===== config.mk =====
export PLATFORM = sky130hd
export DESIGN_NAME = feed_time_counter
export DESIGN_NICKNAME = d
export VERILOG_FILES = /design/src/rtl/feed_time_pkg.sv /design/src/rtl/feed_time_counter_bcd_mod_counter.sv /design/src/rtl/feed_time_counter.sv
export SDC_FILE = /design/constraint.sdc
export NUM_CORES = 1
export LEC_CHECK = 0
export CAP_MARGIN = 40
export CORE_UTILIZATION = 52
export CTS_BUF_LIST = sky130_fd_sc_hd__clkbuf_2
export CTS_CLUSTER_SIZE = 8
export DETAILED_ROUTE_END_ITERATION = 10
export GPL_TIMING_DRIVEN = 0
export PLACE_DENSITY = 0.85
export SLEW_MARGIN = 20
export SYNTH_ARGS = -nofsm -noshare
export SYNTH_HDL_FRONTEND = slang
export SYNTH_SLANG_ARGS = --single-unit

===== constraint.sdc =====
create_clock -name Clk -period 3.6 [get_ports Clk]
set_input_delay 0.54 -clock Clk [delete_from_list [all_inputs] [get_ports Clk]]
set_output_delay 0.54 -clock Clk [all_outputs]
set_load 0.05 [all_outputs]

===== src/rtl/feed_time_pkg.sv =====
// Shared types, reset constants and BCD validation rules for the feeder
// time-of-day counter.
package feed_time_pkg;

   typedef logic [3:0] bcd_t;

   typedef struct packed {
      bcd_t h2;
      bcd_t h1;
      bcd_t m2;
      bcd_t m1;
      bcd_t s2;
      bcd_t s1;
   } bcd_time_t;

   typedef struct packed {
      logic pm;
      bcd_t h2;
      bcd_t h1;
      bcd_t m2;
      bcd_t m1;
   } alarm_slot_t;

   localparam bcd_t DIGIT_MAX = 4'd9;
   localparam bcd_t TENS_MAX  = 4'd5;

   localparam bcd_time_t   RESET_TIME_24  = 24'h00_00_00;
   localparam bcd_time_t   RESET_TIME_12  = 24'h12_00_00;
   localparam alarm_slot_t RESET_ALARM_24 = 17'h0_0000;
   localparam alarm_slot_t RESET_ALARM_12 = 17'h0_1200;

   function automatic logic valid_hour(input bcd_t h2, input bcd_t h1, input int hour_mode);
      if (h1 > DIGIT_MAX)
         return 1'b0;
      // 12 h clocks have no hour zero; 24 h clocks stop at 23
      if (hour_mode == 12)
         return (h2 == 4'd0 && h1 != 4'd0) || (h2 == 4'd1 && h1 <= 4'd2);
      return (h2 <= 4'd1) || (h2 == 4'd2 && h1 <= 4'd3);
   endfunction

   function automatic logic valid_sexagesimal(input bcd_t tens, input bcd_t ones);
      return (tens <= TENS_MAX) && (ones <= DIGIT_MAX);
   endfunction

   function automatic logic valid_time(input bcd_time_t t, input int hour_mode);
      return valid_hour(t.h2, t.h1, hour_mode) &&
             valid_sexagesimal(t.m2, t.m1) &&
             valid_sexagesimal(t.s2, t.s1);
   endfunction

   function automatic logic valid_alarm(input alarm_slot_t a, input int hour_mode);
      return valid_hour(a.h2, a.h1, hour_mode) && valid_sexagesimal(a.m2, a.m1);
   endfunction

endpackage


===== src/rtl/feed_time_counter_bcd_mod_counter.sv =====
// Two-digit BCD counter wrapping at {MAX_HI,MAX_LO}; used for seconds and minutes.
module bcd_mod_counter
   import feed_time_pkg::*;
#(
   parameter int MAX_HI = 5,
   parameter int MAX_LO = 9
) (
   input  logic clk,
   input  logic rst,
   input  logic inc,
   input  logic load,
   input  bcd_t load_hi,
   input  bcd_t load_lo,
   output bcd_t hi,
   output bcd_t lo,
   output logic carry
);

   localparam bcd_t HI_TOP = 4'(MAX_HI);
   localparam bcd_t LO_TOP = 4'(MAX_LO);

   logic lo_wrap;

   assign lo_wrap = (lo == LO_TOP);
   assign carry   = inc && lo_wrap && (hi == HI_TOP);

   always_ff @(posedge clk or posedge rst) begin
      if (rst) begin
         hi <= '0;
         lo <= '0;
      end else if (load) begin
         hi <= load_hi;
         lo <= load_lo;
      end else if (inc) begin
         if (lo_wrap) begin
            lo <= '0;
            hi <= (hi == HI_TOP) ? '0 : hi + 4'd1;
         end else begin
            lo <= lo + 4'd1;
         end
      end
   end

endmodule


===== src/rtl/feed_time_counter.sv =====
// BCD time-of-day counter with one-second prescaler, 12/24 h modes,
// validated time load and programmable hh:mm alarm slots.
module feed_time_counter
   import feed_time_pkg::*;
#(
   parameter int CLK_HZ     = 50_000_000,
   parameter int NUM_ALARMS = 4,
   parameter int HOUR_MODE  = 24,
   localparam int IDX_W     = (NUM_ALARMS > 1) ? $clog2(NUM_ALARMS) : 1
) (
   input  logic                  Clk,
   input  logic                  Reset,
   input  logic                  Run,
   input  logic                  Load,
   input  logic [23:0]           LoadTime,
   input  logic                  LoadPm,
   input  logic                  AlarmSet,
   input  logic [IDX_W-1:0]      AlarmIdx,
   input  logic [16:0]           AlarmTime,
   input  logic                  AlarmEn,
   output logic [23:0]           Time,
   output logic                  Pm,
   output logic                  SecPulse,
   output logic                  DayPulse,
   output logic [NUM_ALARMS-1:0] AlarmHit,
   output logic                  LoadErr
);

   localparam int          PRE_W       = $clog2(CLK_HZ);
   localparam logic [PRE_W-1:0] PRE_TOP = PRE_W'(CLK_HZ - 1);
   localparam bit          MODE_12     = (HOUR_MODE == 12);
   localparam bcd_time_t   RESET_TIME  = MODE_12 ? RESET_TIME_12 : RESET_TIME_24;
   localparam alarm_slot_t RESET_ALARM = MODE_12 ? RESET_ALARM_12 : RESET_ALARM_24;

   if (HOUR_MODE != 24 && HOUR_MODE != 12) begin : g_bad_mode
      $error("feed_time_counter: HOUR_MODE must be 12 or 24");
   end
   if (CLK_HZ < 2) begin : g_bad_clk
      $error("feed_time_counter: CLK_HZ must be at least 2");
   end
   if (NUM_ALARMS < 1 || NUM_ALARMS > 16) begin : g_bad_alarms
      $error("feed_time_counter: NUM_ALARMS must be 1..16");
   end

   bcd_time_t        load_t;
   alarm_slot_t      alarm_in;
   alarm_slot_t      alarm_wr;
   alarm_slot_t      cur_hm;
   logic [PRE_W-1:0] presc;
   logic             load_ok;
   logic             idx_ok;
   logic             alarm_ok;
   logic             tick;
   logic             step;

   bcd_t s2, s1, m2, m1, h2, h1;
   bcd_t h2_nxt, h1_nxt;
   logic pm, pm_nxt, day_roll;
   logic sec_carry, min_carry;

   alarm_slot_t           slot [NUM_ALARMS];
   logic [NUM_ALARMS-1:0] slot_en;
   logic [NUM_ALARMS-1:0] match;

   assign load_t   = bcd_time_t'(LoadTime);
   assign alarm_in = alarm_slot_t'(AlarmTime);
   assign load_ok  = Load && valid_time(load_t, HOUR_MODE);
   assign idx_ok   = int'(AlarmIdx) < NUM_ALARMS;
   assign alarm_ok = AlarmSet && idx_ok && valid_alarm(alarm_in, HOUR_MODE);
   assign tick     = Run && (presc == PRE_TOP);
   // A valid load on the terminal-count edge swallows that second
   assign step     = tick && !load_ok;

   always_comb begin
      alarm_wr    = alarm_in;
      alarm_wr.pm = MODE_12 && alarm_in.pm;
   end

   always_ff @(posedge Clk or posedge Reset) begin
      if (Reset)
         presc <= '0;
      else if (load_ok)
         presc <= '0;
      else if (Run)
         presc <= tick ? '0 : presc + 1'b1;
   end

   bcd_mod_counter #(.MAX_HI(5), .MAX_LO(9)) u_sec (
      .clk     (Clk),
      .rst     (Reset),
      .inc     (step),
      .load    (load_ok),
      .load_hi (load_t.s2),
      .load_lo (load_t.s1),
      .hi      (s2),
      .lo      (s1),
      .carry   (sec_carry)
   );

   bcd_mod_counter #(.MAX_HI(5), .MAX_LO(9)) u_min (
      .clk     (Clk),
      .rst     (Reset),
      .inc     (sec_carry),
      .load    (load_ok),
      .load_hi (load_t.m2),
      .load_lo (load_t.m1),
      .hi      (m2),
      .lo      (m1),
      .carry   (min_carry)
   );

   always_comb begin
      h2_nxt   = h2;
      h1_nxt   = h1;
      pm_nxt   = pm;
      day_roll = 1'b0;
      if (MODE_12) begin
         // 12 -> 01 keeps the meridiem; 11 -> 12 flips it, and PM -> AM is midnight
         if (h2 == 4'd1 && h1 == 4'd2) begin
            h2_nxt = 4'd0;
            h1_nxt = 4'd1;
         end else if (h2 == 4'd1 && h1 == 4'd1) begin
            h1_nxt   = 4'd2;
            pm_nxt   = !pm;
            day_roll = pm;
         end else if (h1 == DIGIT_MAX) begin
            h2_nxt = 4'd1;
            h1_nxt = 4'd0;
         end else begin
            h1_nxt = h1 + 4'd1;
         end
      end else begin
         if (h2 == 4'd2 && h1 == 4'd3) begin
            h2_nxt   = 4'd0;
            h1_nxt   = 4'd0;
            day_roll = 1'b1;
         end else if (h1 == DIGIT_MAX) begin
            h2_nxt = h2 + 4'd1;
            h1_nxt = 4'd0;
         end else begin
            h1_nxt = h1 + 4'd1;
         end
      end
   end

   always_ff @(posedge Clk or posedge Reset) begin
      if (Reset) begin
         h2 <= RESET_TIME.h2;
         h1 <= RESET_TIME.h1;
         pm <= 1'b0;
      end else if (load_ok) begin
         h2 <= load_t.h2;
         h1 <= load_t.h1;
         pm <= MODE_12 && LoadPm;
      end else if (min_carry) begin
         h2 <= h2_nxt;
         h1 <= h1_nxt;
         pm <= pm_nxt;
      end
   end

   always_ff @(posedge Clk or posedge Reset) begin
      if (Reset) begin
         for (int i = 0; i < NUM_ALARMS; i++)
            slot[i] <= RESET_ALARM;
         slot_en <= '0;
      end else begin
         for (int i = 0; i < NUM_ALARMS; i++) begin
            if (alarm_ok && AlarmIdx == IDX_W'(i)) begin
               slot[i]    <= alarm_wr;
               slot_en[i] <= AlarmEn;
            end
         end
      end
   end

   assign cur_hm = {pm, h2, h1, m2, m1};

   // Evaluated while SecPulse is high, so only tick-driven arrivals can match
   always_comb begin
      match = '0;
      for (int i = 0; i < NUM_ALARMS; i++)
         match[i] = slot_en[i] && (slot[i] == cur_hm) && (s2 == 4'd0) && (s1 == 4'd0);
   end

   always_ff @(posedge Clk or posedge Reset) begin
      if (Reset) begin
         SecPulse <= 1'b0;
         DayPulse <= 1'b0;
         LoadErr  <= 1'b0;
         AlarmHit <= '0;
      end else begin
         SecPulse <= step;
         DayPulse <= min_carry && day_roll;
         LoadErr  <= (Load && !load_ok) || (AlarmSet && !alarm_ok);
         AlarmHit <= SecPulse ? match : '0;
      end
   end

   assign Time = {h2, h1, m2, m1, s2, s1};
   assign Pm   = pm;

endmodule


======== After elaboration in Yosys (flattened, before gate mapping) ========
Index checks and enable logic that the tools add are counted.
storage, ports and cells
  flip-flop bits (word level) ............. 125
  input port bits ......................... 50
operators by class
  equal/unequal tests ..................... 17
  $add $sub $neg .......................... 7
  multiplexer cells ....................... 33
  reductions and logical operators ........ 54
  order comparisons ....................... 12
operator list
  operator               number
  $mux 4                 23
  $mux 26                3
  $eq 16x16->1           4
  $logic_and 1x1->1      36
  $add 26x1->26 const B  1
  $eq 26x26->1 const B   1
  $add 4x1->4 const B    6
  $eq 4x2->1 const B     4
  $eq 4x4->1 const B     3
  $le 4x3->1 const B     3
  $le 4x4->1 const B     3
  $reduce_bool 2->1      6
  $eq 4x3->1 const B     2
  $gt 4x4->1 const B     2
  $le 4x1->1 const B     2
  $le 4x2->1 const B     2
  $logic_not 4->1        2
  $mux 1                 7
  $reduce_and 2->1       3
  $eq 2x2->1 const B     2
  $logic_or 1x1->1       3
  $reduce_bool 3->1      1
  $eq 2x1->1 const B     1
  $logic_not 1->1        2
  $logic_not 2->1        1

======== Logic depth before layout (Yosys ltp) ========
  word-level depth ........................ 15
  gate-level depth with buffers ........... 9
  gate-level depth less buffers ........... 7

======== Modules after synthesis ========
Synthesis repeated with hierarchy kept, for this count alone.
second synthesis, totals
  cell total of the unflattened synthesis .. 622
  area total of the unflattened synthesis .. 6775.2 µm²
by module, submodules not included
  module             seq. area each (µm²)  area an instance (µm²)  instances  cells each
  feed_time_counter  2727.6                5771.8                  1          514
  bcd_mod_counter    200.2                 501.7                   2          54

======== Worst setup path after synthesis ========
Ideal clock, no wire load.
  kind .................................... register -> register
  from .................................... register u_min.hi[2]
  to ...................................... register h2[3]
  period minus slack after synthesis ...... 2.408 ns
  required time ........................... 3.523 ns
  stages on the path, launching flop included .. 8
  buffers on the path ..................... 2
  slack ................................... 1.192 ns
  data arrival time ....................... 2.330 ns
  path through ............................ dfrtp_1 buf_2 or3b_2 nor4_4 nand4_4 buf_6 or3_1 a21oi_1
between the ends
  cells in the longest elaborated chain, start to end .. 4
ends and longest elaborated chain
  what                         RTL line                                 RTL
  start: declaration           feed_time_counter_bcd_mod_counter.sv:14  output bcd_t hi,
  start signal: assignment     feed_time_counter_bcd_mod_counter.sv:32  hi <= load_hi;
  start signal: assignment     feed_time_counter_bcd_mod_counter.sv:37  hi <= (hi == HI_TOP) ? '0 : hi + 4'd1;
  $eq 4x3->1                   feed_time_counter_bcd_mod_counter.sv:25  assign carry = inc && lo_wrap && (hi == HI_TOP);
  $logic_and 1x1->1            feed_time_counter_bcd_mod_counter.sv:25
  $reduce_bool 2->1 (no line)  --
  $reduce_and 2->1 (no line)   --
  end signal: assignment       feed_time_counter.sv:148                 h2 <= RESET_TIME.h2;
  end signal: assignment       feed_time_counter.sv:152                 h2 <= load_t.h2;
  end signal: assignment       feed_time_counter.sv:156                 h2 <= h2_nxt;
  end: declaration             feed_time_counter.sv:56                  bcd_t s2, s1, m2, m1, h2, h1;
Every way passes these cells.
A chain may end at the register's enable or synchronous reset.

======== Worst setup path after layout ========
  from .................................... register presc[13]
  to ...................................... register presc[8]
between the ends
  cells in the longest elaborated chain, start to end .. 5
ends and longest elaborated chain
  what                      RTL line                 RTL
  start: declaration        feed_time_counter.sv:49  logic [PRE_W-1:0] presc;
  start signal: assignment  feed_time_counter.sv:85  presc <= tick ? '0 : presc + 1'b1;
  $eq 26x26->1              feed_time_counter.sv:70  assign tick = Run && (presc == PRE_TOP);
  $logic_and 1x1->1         feed_time_counter.sv:70
  $mux 26                   feed_time_counter.sv:85
  $mux 26                   feed_time_counter.sv:84  else if (Run)
  $mux 26                   feed_time_counter.sv:82  else if (load_ok)
Every way passes these cells. The select of a mux whose other input is x is not followed.

==> run metrics <==
Synth cell types 60; LEAKAGE 3.39 nW; Max-Cap Viols 0; most used cell along the critical path clkbuf_1; GRT Util Overall 28.1%; I/O Pins 82; synth warn 0; share of layout cells above drive strength 1 16.0%; register bit total from synthesis 125; first-pass GRT wire length 27,900 um; Clk pin slew, worst setup/hold paths 0.16 ns; fmax 379 MHz; IO buf count 78; fraction of the yosys area taken by sequential cells 47.1%; post-route core utilization 64.9%; die width 115 um; Reg2Reg Launch Point presc[13]; Die Y 115 um; crit path launch presc[13]; Synth Cell Area 6640 um^2; Slowest Stage Delay on Critical Path 0.48 ns; Seq pwr share 52.9%; syn nets 684; hold_ws 0.185 ns; Synth Area per Inst 10.5 um^2; CTS root buf clkbuf_2; fin. max-slew vios 0; clock buffer depth 2; cts repair resizes 0; Comb power frac 21.3%; pre-CTS WS 0.265 ns; min Tclk post-route 2.64 ns; final worst path period share 73.3%; switching part of the total power 31.6%; peak supply drop 185 uV; CTS tree yes; worst reg2reg endpoint presc[8]; Via Count 5,373; ys async rst share 100%; Rel. slew slack 47.2%; number of global-route vias before repair 5,567; share of the synthesized area in the top cell type 47.1%; Post CTS Setup Buffer Count 0; Antenna Nets Post-Route 0; crit start category flip-flop; Initial Util 54.3%; leading post-synthesis cells by cell area dfrtp_1 (47%), mux2_2 (9.7%), xnor2_1 (6.9%); Top FF cell, synth dfrtp_1; Die ar. 13,200 um^2; kind of cell adding the most delay to the critical path simple AND/OR/NAND/NOR gates; slowest cell on the critical path or4_1; P&R area growth vs syn 19.4%; Hold Fails Final Rpt 0; antenna cells 0; worst hold path type in2async; reg2reg setup slack 0.96 ns; Critical Path RT 4.17 ns; final wirelength 17,200 um; WP data arrival 3.21 ns; final RePlAce weighted congestion 0.893; hold buffer count at CTS 0; clk_skew 0.0296 ns; Final Setup Violations 0; Gate Count Post-Synth 629; cell taking the most area after synthesis dfrtp_1; Clk pwr share 25.8%; Pint 2.10 mW; Fin Setup TNS 0 ns; NumNets Final 787; Critical path destination presc[8]; Remaining DRCs 0; PwrDens 387 nW/um^2; EDFF count, synth 0; first-pass detailed-route iteration total 5; WP buf/inv 3; row cnt 40; initial antenna violation count 2; reg2reg path depth 8; PnR worst setup slack 0.961 ns; RSZ-0062 raised after global routing no; nature of the critical path endpoint flip-flop; CTS H-tree depth 4; kind of critical path reg2reg; Psw 0.969 mW; total stage count of the critical path 8; largest net degree at the start of global routing 34; Clock Sinks 125; Initial DRC Count 403; critical path, cell by cell and3_1, clkbuf_1, nand4_1, or4_1, clkbuf_1, nand2_1, buf_2, nor2_1; DR WL/cell 18.9 um; outcome completed; worst slew pin tran 0.784 ns; Placeable Area 12,200 um^2; GRT Residual Overflow 0; worst skew pair latency 0.70 ns; hpwl dp 12,900 um; vias per cell 5.90; Total Power 3.07 mW; Crit Path Max Fanout 10; Num CTS Buffers 17
kinds of logic (layout without fill, tap and decap cells):
logic type | Yosys count | after routing | synth area share, %
multiplexers | 59 | 59 | 9.98
adder cells (fa/ha/maj) | 5 | 5 | 0.943
AND/OR/NAND/NOR | 224 | 224 | 19.7
XOR/XNOR | 79 | 79 | 10.4
other | 1 | 1 | 0.0565
flip-flops | 125 | 125 | 47.1
buffers and inverters | 49 | 162 | 3.94
AO/OA/AOI/OAI | 87 | 87 | 7.84
routing by layer:
metal  up-vias  wire, um  share of wire [%]  track usage, %
met3        57      1110                6.5            6.91
met5         -        26               0.15               0
li1       2459         -                  -               -
met1      2634      7170                 42            35.5
met2       219      8220                 48            45.1
met4         4       694                4.0            14.5
Yosys cell counts (all sizes together) (8+ instances only):
| cell | n |
|---|---|
| a21oi | 24 |
| a31oi | 13 |
| buf | 18 |
| clkbuf | 21 |
| dfrtp | 125 |
| inv | 10 |
| mux2 | 57 |
| nand2 | 37 |
| nand3 | 22 |
| nand4 | 31 |
| nor2 | 41 |
| nor2b | 14 |
| nor3 | 8 |
| nor4 | 15 |
| o21ai | 28 |
| or3 | 13 |
| xnor2 | 52 |
| xor2 | 27 |
registers in the layout, indices dropped and copies added (netlist names), 4 cells and up:
name and cells:
AlarmHit 4, h1 4, h2 4, presc 26
slot 64, slot_en 4, u_min.hi 4, u_min.lo 4
u_sec.hi 4, u_sec.lo 4
worst register-to-register path: cells and delay by family, from the launching register on:
kind	cells	cell delay [ns]
AND/OR/NAND/NOR	5	1.23
buffers and inverters	3	0.87
flip-flops	1	0.44
power groups by stage:
stage / combinational (mW) / clock [mW] / sequential (mW)
2_1_floorplan: 0.342 / 0 / 1.70
3_3_place_gp: 0.617 / 0 / 1.64
3_5_place_dp: 0.650 / 0 / 1.65
4_1_cts: 0.651 / 0.810 / 1.62
5_1_grt: 0.704 / 0.876 / 1.64
6_report: 0.652 / 0.792 / 1.62
per-stage QoR:
stage | instance area (um^2) | cells
after floorplan | 6640 | 629
after global routing | 7920 | 910
after global placement | 7630 | 875
after detailed placement | 7720 | 880
after CTS | 7920 | 909
final | 7920 | 910
worst min-delay path by stage:
stage,slack (ns),startpoint,cells past startpoint,to
6_report,0.19,Reset,2,presc[3]
5_1_grt,0.17,Reset,2,presc[3]
4_1_cts,0.16,Reset,2,presc[10]
2_1_floorplan,0.44,presc[23],1,presc[23]
3_5_place_dp,0.48,presc[23],1,presc[23]
3_3_place_gp,0.46,presc[23],1,presc[23]
placed cells by master (no fill, tap or decap), types with 4 or more instances in the layout:
| cell | count |
|---|---|
| or4_1 | 5 |
| nor2b_1 | 14 |
| o21ai_0 | 28 |
| a21oi_1 | 24 |
| ha_1 | 5 |
| nand2_1 | 37 |
| nor2_1 | 41 |
| inv_1 | 9 |
| and4_1 | 5 |
| clkbuf_1 | 21 |
| clkbuf_2 | 20 |
| and3_1 | 6 |
| nor4_1 | 14 |
| nand4_1 | 30 |
| nand3_1 | 21 |
| o31ai_1 | 6 |
| dfrtp_1 | 125 |
| clkdlybuf4s50_1 | 78 |
| a31oi_1 | 13 |
| mux2_2 | 57 |
| xor2_1 | 27 |
| buf_2 | 6 |
| buf_6 | 6 |
| buf_4 | 7 |
| nand4b_1 | 4 |
| or3_1 | 13 |
| nor3_1 | 6 |
| xnor2_1 | 52 |
layout make-up:
type | count | area [um^2]
Multi-Input combinational cell | 455 | 3250
Fill cell | 995 | 4290
Clock buffer | 19 | 95.1
Buffer | 39 | 224
Clock inverter | 10 | 101
Tap cell | 168 | 210
Sequential cell | 125 | 3130
Inverter | 10 | 41.3
Timing Repair Buffer | 84 | 878
Note: power is estimated with default switching activity, not from simulation.
